--- src/rtl/bitplane_serializer.sv ---
`default_nettype none
// ============================================================================
//  Module      : bitplane_serializer
//  Description : Reads DEPTH words of WIDTH bits from an asynchronous-read
//                register bank and streams them out one bit-plane per frame.
//                Each frame is an HW-bit frame-number header (MSB first)
//                followed by one bit of every word, highest address first.
//                A start/busy/done handshake frames the transfer, plane
//                order is selectable, and GAP idle cycles separate frames.
//  Ports       : clk    - clock, rising edge
//                rst    - synchronous active-high reset
//                start  - transfer request, sampled only when idle
//                mode   - 0: MSB plane first, 1: LSB plane first (latched)
//                busy   - transfer in progress
//                done   - one-cycle pulse at end of transfer
//                RB_RW  - bank read/write control, constant read (1)
//                RB_A   - bank address (registered)
//                RB_D   - bank write data, constant 0
//                RB_Q   - bank read data, follows RB_A combinationally
//                sen    - serial enable, active low
//                sd     - serial data
//  Revision    : 1.0 - initial release
// ============================================================================
module bitplane_serializer #(
    parameter int WIDTH = 8,
    parameter int DEPTH = 18,
    parameter int AW    = 5,
    parameter int GAP   = 1
) (
    input  logic             clk,
    input  logic             rst,
    input  logic             start,
    input  logic             mode,
    output logic             busy,
    output logic             done,
    output logic             RB_RW,
    output logic [AW-1:0]    RB_A,
    output logic [WIDTH-1:0] RB_D,
    input  logic [WIDTH-1:0] RB_Q,
    output logic             sen,
    output logic             sd
);

    localparam int HW    = $clog2(WIDTH);
    // One shared counter walks both the header bits and the gap cycles.
    localparam int CNT_W = $clog2(HW + GAP + 1) + 1;

    localparam logic [AW-1:0] c_addr_top = AW'(DEPTH - 1);
    localparam logic [HW-1:0] c_k_last   = HW'(WIDTH - 1);

    typedef enum logic [2:0] {
        S_IDLE = 3'd0,
        S_HDR  = 3'd1,
        S_DATA = 3'd2,
        S_GAP  = 3'd3,
        S_DONE = 3'd4
    } state_t;

    state_t           r_state;
    logic [HW-1:0]    r_k;      // current frame number
    logic [HW-1:0]    r_hdr;    // header shift register, MSB goes out first
    logic             r_mode;   // plane order latched at start
    logic [CNT_W-1:0] r_cnt;
    logic [HW-1:0]    w_plane;

    assign RB_RW = 1'b1;
    assign RB_D  = '0;

    // Frame k carries plane k (LSB first) or plane WIDTH-1-k (MSB first).
    always_comb begin
        w_plane = r_mode ? r_k : (c_k_last - r_k);
    end

    always_ff @(posedge clk) begin
        if (rst) begin
            r_state <= S_IDLE;
            r_k     <= '0;
            r_hdr   <= '0;
            r_mode  <= 1'b0;
            r_cnt   <= '0;
            busy    <= 1'b0;
            done    <= 1'b0;
            sen     <= 1'b1;
            sd      <= 1'b0;
            RB_A    <= c_addr_top;
        end else begin
            done <= 1'b0;
            case (r_state)
                S_IDLE: begin
                    sen <= 1'b1;
                    sd  <= 1'b0;
                    if (start) begin
                        r_mode  <= mode;
                        r_k     <= '0;
                        r_hdr   <= '0;
                        r_cnt   <= '0;
                        busy    <= 1'b1;
                        r_state <= S_HDR;
                    end
                end

                S_HDR: begin
                    sen   <= 1'b0;
                    sd    <= r_hdr[HW-1];
                    r_hdr <= r_hdr << 1;
                    if (r_cnt == CNT_W'(HW - 1)) begin
                        r_cnt   <= '0;
                        r_state <= S_DATA;
                    end else begin
                        r_cnt <= r_cnt + 1'b1;
                    end
                end

                S_DATA: begin
                    sen <= 1'b0;
                    sd  <= RB_Q[w_plane];
                    // Address 0 is the last word of the plane; the counter
                    // wraps so the next frame starts from the top again.
                    if (RB_A == '0) begin
                        RB_A <= c_addr_top;
                        if (r_k == c_k_last) begin
                            r_state <= S_DONE;
                        end else begin
                            r_k     <= r_k + 1'b1;
                            r_hdr   <= r_k + 1'b1;
                            r_state <= (GAP == 0) ? S_HDR : S_GAP;
                        end
                    end else begin
                        RB_A <= RB_A - 1'b1;
                    end
                end

                S_GAP: begin
                    sen <= 1'b1;
                    sd  <= 1'b0;
                    if (r_cnt == CNT_W'(GAP - 1)) begin
                        r_cnt   <= '0;
                        r_state <= S_HDR;
                    end else begin
                        r_cnt <= r_cnt + 1'b1;
                    end
                end

                S_DONE: begin
                    sen     <= 1'b1;
                    sd      <= 1'b0;
                    done    <= 1'b1;
                    busy    <= 1'b0;
                    r_state <= S_IDLE;
                end

                default: begin
                    r_state <= S_IDLE;
                end
            endcase
        end
    end

endmodule
`default_nettype wire

--- config.mk ---
export PLATFORM = sky130hd
export DESIGN_NAME = bitplane_serializer
export DESIGN_NICKNAME = d
export VERILOG_FILES = /design/src/rtl/bitplane_serializer.sv
export SDC_FILE = /design/constraint.sdc
export NUM_CORES = 1
export LEC_CHECK = 0
export CORE_MARGIN = 8
export CORE_UTILIZATION = 50
export CTS_BUF_LIST = sky130_fd_sc_hd__clkbuf_16
export DETAILED_ROUTE_END_ITERATION = 8
export PLACE_DENSITY = 0.79
export SETUP_SLACK_MARGIN = 0.2
export SYNTH_ARGS = -nofsm -noshare
export SYNTH_HDL_FRONTEND = slang
export SYNTH_SLANG_ARGS = --single-unit
--- constraint.sdc ---
create_clock -name clk -period 3.3 [get_ports clk]
set_input_delay 0.495 -clock clk [delete_from_list [all_inputs] [get_ports clk]]
set_output_delay 0.495 -clock clk [all_outputs]
set_load 0.03 [all_outputs]
==> metrics list, run 1 <==
* Result of the run: finished, final reports clean
- Entering global routing, the biggest net connects 21 pins.
* Type of the worst min-delay path: reg2reg
- # H-tree levels: 1
- Overall track demand over capacity in global routing: 14.6%
- In the synthesized netlist, the number of instances is between 150 and 200.
- PortBufs: 20
- Gates resized, CTS repair: 0
- Summed over all failing endpoints, the final setup total negative slack is 0 ns.
- After routing the design area is roughly 0.0016 mm^2.
- Maximum net fanout on the critical path: 6
- Hold violation count in the final report: 0
- The critical path goes through inv_1 -> ha_1 -> or4b_4 -> o32a_4 -> or4_4 -> a21oi_1.
- Detailed-route wire length per cell: 15.3 um
- Cell class contributing the biggest share of worst-path delay: simple AND/OR/NAND/NOR gates
* # nets final: approximately 190
* Post-DP HPWL: about 2300 um
- After layout, the worst path uses ~66% of the clock period.
* Post-synthesis xor/xnor area fraction: less than 1%
- Tracing the worst setup path back leads to its startpoint at RB_A[0]$_SDFFE_PP1P_.
- TritonCTS built the clock tree.
- In this run the post-CTS setup repair buffer count came out at 0.
* Remaining global-route overflow: 0
- Total CTS buffers: 3
- Count of routing violations after the opening detailed-route iteration: 54
- Share of synthesized cell area in and, or, nand and nor gates: about a fifth
* Total number of placement rows: 19
- Data arrives at the worst endpoint at around 2.4 ns.
- Routability Congestion: 0.880
- Each instance of the synthesized netlist takes up on average roughly 8.9 um^2.
* Fraction of the mapped netlist area in compound gates: approximately 18%
- Ranking of synthesized cells by area: dfxtp_1 34%, mux4_2 8.4%, buf_4 6.1%, ha_1 5.6%, nor2_1 4.7%
- Die area: around 0.0046 mm^2
- Max-cap violations in this run came to 0.
- At the worst endpoint, the required time is between 3 and 4 ns.
- CTS max path bufs: 2
- Pre-CTS setup slack: 1.10 ns
- For this block, the routed nets add up to around 3100 um of wire.
- FF+latch count, synth: 23
- Together, buffers and inverters on the worst path number 1.
* Power per cell area: between 300 and 400 mW/mm^2
- Antenna viol nets, final: 0
- Proportion of synthesized chip area in sequential cells: between 30% and 40%
* Count of vias placed by the detailed router: roughly 1200
* Post-synthesis cell area: between 0.001 and 0.0015 mm^2
- The startpoint identified for the worst hold timing path is r_mode$_SDFFE_PP0P_.
- The clock reaches the later pin of the worst-skew pair after 0.26 ns.
* Placed standard-cell area: 0.00152 mm^2
- Clock-pin slew was measured on the worst setup and hold paths at approximately 0.06 ns.
- By area, the combinational part of the netlist is dominated by simple AND/OR/NAND/NOR gates.
- Across all setup checks in the final design, the least slack found is 1.13 ns.
- Final setup viols: 0
- Type of element capturing the critical path: flop
* Cell with the largest stage delay on the worst path: or4b_4
- The synthesized netlist contains 38 unique library cells.
- The clock net in this run drives a total of 23 sinks.
- In the routed design, unresolved DRC markers number 0.
- Standard cell core area: 0.00266 mm^2
- The synthesized netlist devotes 5.59% of its cell area to adder and majority cells.
* Transition time at the pin with the least slew margin: ~0.75 ns
* Clock root buffer: clkbuf_16
- Width of the die: between 60 and 70 um
* Initial antenna violation count: 0
- Once the floorplan was initialized, standard cells occupied around half of the core.
- The worst path needs ~2.2 ns of the cycle, external delays included.
- Worst voltage drop across the vdd grid: between 0.2 and 0.3 mV
* Upper clock frequency limit: 461 MHz
- In the synthesized netlist the async set-or-reset flop fraction comes to 0%.
- Yosys top cell by area: dfxtp_1
- The final number of max-transition violations is 0.
- Die Span Y: 67.8 um
- Start of the worst register-to-register path: RB_A[0]$_SDFFE_PP1P_
- The largest single stage delay on the critical path is 0.50 ns.
* Number of hold buffers added after CTS: 0
* Number of antenna cells inserted: 0
- STA classifies the critical path startpoint as a flop.
- In the final layout, the share of cells above drive strength 1 is 9.52%.
* Number of enable flip-flop cells after synthesis: 0
- Relative area change from synthesis to final layout: 18.9%
- Number of detailed-route iterations in the first pass: 5
* Static Leak: between 0.5 and 0.6 nW
- Dividing the detail-routed via count by the number of cells gives about 5.8.
- The first global-routing pass estimated ~5100 um of wire.
- The worst register-to-register path has a setup slack of approximately 1.1 ns.
* Most frequently used flop master after synthesis: dfxtp_1
- The worst pin sits at a relative slew slack of between 50 and 60%.
- Worst hold margin: around 0.47 ns
* Via count of the first global-routing pass: ~1100
* Setup skew after layout: 0.00208 ns
- Yosys printed 0 warnings.
* Fraction of synthesized cell area taken by the top area cell type: about 34%
- Critical path start-end classification: reg2reg
- I/O Pins: 30
* Final Util: about three fifths
- Setup repair after global routing left no endpoint under its margin.
* Post-synthesis mux area share: 11.4%
-- synth_stat cells, drive strengths merged, types with 2 or more instances --
cell type,n
a211oi,2
inv,7
buf,12
nand3,4
a22oi,3
nor2b,3
nor4,2
a31oi,2
clkbuf,3
nand2,10
dfxtp,23
conb,2
a311oi,2
and3,2
nand4b,2
o211ai,2
nand2b,2
mux2i,4
mux4,5
nor2,17
ha,6
o21ai,11
a21oi,10
or3,3
-- cells in the final DEF, fill, tap and decap left out, types with 2 or more instances in the layout --
cell type / instances
clkbuf_16: 3
conb_1: 9
ha_1: 6
nand4b_1: 2
clkdlybuf4s50_1: 20
a21oi_1: 10
nand3_1: 4
or3_1: 2
nand2b_1: 2
nand2_1: 10
and3_1: 2
dfxtp_1: 23
mux4_2: 5
a31oi_1: 2
inv_1: 7
mux2i_1: 4
o21ai_0: 11
a311oi_1: 2
nor2_1: 17
a22oi_1: 3
nor4_1: 2
a211oi_1: 2
o211ai_1: 2
nor2b_1: 3
-- metrics by stage --
stage	std cells	total power, mW
after floorplan	158	0.358
after global placement	195	0.373
after detailed placement	195	0.375
after CTS	199	0.639
after global routing	199	0.660
final	199	0.636
-- final timing paths --
path	cells after the start	to
min reg2reg	2	r_mode$_SDFFE_PP0P_
max	6	r_hdr[0]$_SDFFE_PP0P_
max reg2reg	6	r_hdr[0]$_SDFFE_PP0P_
min	2	r_mode$_SDFFE_PP0P_
-- worst register-to-register path, cell delays in order (launching register included) --
cell and delay (ns):
dfxtp_1 0.35, inv_1 0.07, ha_1 0.20, or4b_4 0.50
o32a_4 0.40, or4_4 0.42, a21oi_1 0.14
-- sequential cells by signal (all words and copies together), names as in the netlist --
signal / count
RB_A: 5
busy: 1
done: 1
r_cnt: 4
r_hdr: 3
r_k: 3
r_mode: 1
r_state: 3
sd: 1
sen: 1
-- cell families after synthesis --
| kind of cell | count (synthesis) |
|---|---|
| other | 2 |
| adder cells (fa/ha/maj) | 6 |
| buffers and inverters | 22 |
| XOR/XNOR | 1 |
| flip-flops | 23 |
| AND/OR/NAND/NOR | 52 |
| AO/OA/AOI/OAI | 36 |
| multiplexers | 9 |
-- metal layers --
metal	global-route usage (%)	up-vias	part of all wire, %
li1	-	561	-
met1	17.0	551	42
met2	23.8	34	49
met3	3.93	7	6.2
met4	7.93	0	2.6
met5	0	-	0
-- final cells by class --
cell class | count | area, um^2
sequential | 23 | 460
clock buffer | 3 | 75.1
inverter | 7 | 26.3
clock inverter | 1 | 5.00
fill | 239 | 1060
tap | 31 | 38.8
timing repair buffer | 21 | 208
multi-input combinational | 113 | 785
-- report_power, final --
part	internal (mW)	leakage, nW	switching, mW
registers	0.283	0.187	0.00766
logic	0.0334	0.358	0.0456
clock network	0.163	0.0409	0.103
total	0.480	0.585	0.156
No activity file was read; power rests on OpenSTA's default activity.
==> run 2: changes to the inputs <==
--- a/config.mk
+++ b/config.mk
@@ -6,10 +6,10 @@
 export NUM_CORES = 1
 export LEC_CHECK = 0
 export CORE_MARGIN = 8
-export CORE_UTILIZATION = 50
+export CORE_UTILIZATION = 45
 export CTS_BUF_LIST = sky130_fd_sc_hd__clkbuf_16
 export DETAILED_ROUTE_END_ITERATION = 8
-export PLACE_DENSITY = 0.79
+export PLACE_DENSITY = 0.75
 export SETUP_SLACK_MARGIN = 0.2
 export SYNTH_ARGS = -nofsm -noshare
 export SYNTH_HDL_FRONTEND = slang
==> constraint.sdc (replaced) <==
create_clock -name clk -period 1.85 [get_ports clk]
set_input_delay 0.2775 -clock clk [delete_from_list [all_inputs] [get_ports clk]]
set_output_delay 0.2775 -clock clk [all_outputs]
set_load 0.03 [all_outputs]
==> metrics list, run 2 (same netlist as run 1, synthesis figures left out) <==
- The total track usage came to 14.4% (-0.20 points).
- Buf/Inv on CP: 1 (unchanged)
- WL final: 3380 um (+11%)
- Pin count of the biggest net entering global routing: 17 (-19%)
* Worst endpoint data arrival time: 2.17 ns (-0.18 ns)
- Commonest cells after routing, fill and taps aside: 22 x buf_4, 19 x dfxtp_1, 17 x nor2_1
- The number of buffers created by CTS is 3 (unchanged).
* Most frequent standard cell in the layout excluding fill and tap cells: buf_4
- Number of clock sinks: 23 (unchanged)
- Fill cell instance count of the final layout: 258 (+7.9%)
- Fin worst setup slack: -0.113 ns (-1.24 ns)
- The highest achievable clock rate was 509 MHz (+11%).
- Power per cell area: 643 mW/mm^2 (+62%)
* Clock tree from TritonCTS: built
- Setup repair after global routing could not meet its margin everywhere.
* # nets final: 208 (+11%)
* Result of the run: finished, violations left
* CTS clk-pin slew, worst paths: 0.06 ns (about the same)
- Crit-path cells: inv_4 -> ha_4 -> or4b_4 -> o32a_4 -> or4_4 -> a21oi_2
- Post-detailed-route DRC marker count: 0 (unchanged)
- The number of vias in the routed layout is 1226 (+6.3%).
- The count of buffers from port buffering is 20 (unchanged).
* Worst voltage drop across the vdd grid: 0.473 mV (+62%)
* Crit share post-route: 106% (+40 points)
* Remaining global-route overflow: 0 (unchanged)
* Final setup viols: 5 (+5)
- Worst hold margin: 0.484 ns (+0.0156 ns)
- Number of flip-flops in the largest register: 5 (unchanged)
- Wire length of the first global-routing pass: 5730 um (+12%)
* # H-tree levels: 1 (unchanged)
- Delay of the slowest cell on the worst path: 0.46 ns (-0.04 ns)
* Type of element capturing the critical path: flop
- Startpoint kind of the worst setup timing path: flop
* Number of pins with negative max-slew slack in the final report: 0 (unchanged)
- The antenna cell count came to 0 (unchanged).
- Required time of the worst setup path: 2.05 ns (-1.43 ns)
- Number of detailed-route iterations in the first pass: 4 (-1)
- The setup TNS after final layout was -0.307 ns (-0.307 ns).
- The highest fanout seen on the critical path came to 5 (-1).
- Largest regs: RB_A (5), r_cnt (4)
- The initial standard-cell utilization of the core is 45.5% (-5.0 points).
- The time the worst path needs with I/O delays and setup came to 1.96 ns (-0.208 ns).
- Type of the worst min-delay path: reg2reg
* Static Leak: 0.705 nW (+21%)
* Setup skew after layout: 0.00292 ns (+0.000847 ns)
- The initial antenna violation count came to 0 (unchanged).
* Cell class contributing the biggest share of worst-path delay: simple AND/OR/NAND/NOR gates
- The row count came to 20 (+1).
- Clk_lat worst skew: 0.26 ns (about the same)
- Post-DP HPWL: 2630 um (+16%)
- Routability Congestion: 0.814 (-7.5%)
- RB_A holds more flip-flops than any other register.
- The count of final hold-check violations is 0 (unchanged).
* Total of max-cap violations: 0 (unchanged)
- Overall Power: 1.16 mW (+82%)
- The I/O pin count came to 30 (unchanged).
* Cell with the largest stage delay on the worst path: or4b_4
* CTS max path bufs: 2 (unchanged)
- Standard cell core area: 0.00295 mm^2 (+11%)
* Detailed-route wire length per cell: 15.2 um (-0.79%)
- CTS placed an instance of clkbuf_16 at the clock tree root.
* Relative area change from synthesis to final layout: 33.8%
- Final Util: 60.9% (+0.88 points)
- Number of vias per cell: 5.52 (-4.7%)
* Die area: 0.00499 mm^2 (+8.4%)
- The width of the die was 70.6 um (+4.1%).
* Antenna viol nets, final: 0 (unchanged)
- The ratio of cells with drive above 1 in the final layout came to 25.9% (+16 points).
- The number of global-route vias before repair came to 1251 (+16%).
- Critical path start-end classification: reg2reg
- The DRC violation total after the first TritonRoute iteration is 95 (+76%).
- Violated checks: negative setup slack
- Die Span Y: 70.6 um (+4.1%)
## run 2: cell types whose count changed in the layout (fill, tap and decap cells not counted), sizes merged
| cell | previous run | this run |
|---|---|---|
| dlygate4sd2 | 0 | 5 |
| buf | 1 | 22 |
| clkdlybuf4s50 | 20 | 15 |
## run 2: routing by layer
| layer | GRT usage [%] | routed length (um) |
|---|---|---|
| met5 | 0 | 0 |
| met4 | 7.85 | 76 |
| met3 | 3.53 | 117 |
| met2 | 26.8 | 1790 |
| met1 | 14.1 | 1400 |
## run 2: path summary, 6_finish.rpt
check | startpoint | endpoint | slack, ns | depth (start not counted)
setup / recovery | RB_A[1]$_SDFFE_PP0P_ | r_k[0]$_SDFFE_PP0P_ | -0.11 | 6
hold / removal | r_mode$_SDFFE_PP0P_ | r_mode$_SDFFE_PP0P_ | 0.48 | 2
setup reg to reg | RB_A[1]$_SDFFE_PP0P_ | r_k[0]$_SDFFE_PP0P_ | -0.11 | 6
hold reg to reg | r_mode$_SDFFE_PP0P_ | r_mode$_SDFFE_PP0P_ | 0.48 | 2
## run 2: power breakdown
group          total (mW)  switching (mW)  leakage [nW]  internal [mW]
Combinational       0.165          0.0902         0.476         0.0744
Sequential          0.514          0.0111         0.188          0.503
Clock               0.478           0.186        0.0409          0.291
## run 2: per-stage QoR
stage / cell area (um^2) / instances / setup WS (ns)
2_1_floorplan: 1410 / 158 / -0.122
3_3_place_gp: 1700 / 217 / -0.114
3_5_place_dp: 1700 / 217 / -0.139
4_1_cts: 1780 / 222 / -0.113
5_1_grt: 1800 / 222 / -0.173
6_report: 1800 / 222 / -0.113
## run 2: tightest hold or removal path, delay by kind of cell, from the launching register on
family / cells / cell delay [ns]
simple gates: 1 / 0.06
flops: 1 / 0.32
compound gates: 1 / 0.06
## run 2: what timing repair did
action / CTS / global route
setup endpoints to repair: 13 / 13
hold buffers: 0 / 0
pin swaps: 2 / 2
setup buffers: 1 / 0
gates resized for setup: 5 / 7
## run 2: area by class of cell
cell class                 count  area, um^2  share of cell area (%)
sequential                    23         470                    26.2
multi-input combinational    113         818                    45.5
clock inverter                 1        5.00                   0.278
timing repair buffer          42         359                    20.0
inverter                       7        28.8                    1.60
tap                           33        41.3                    2.30
clock buffer                   3        75.1                    4.18
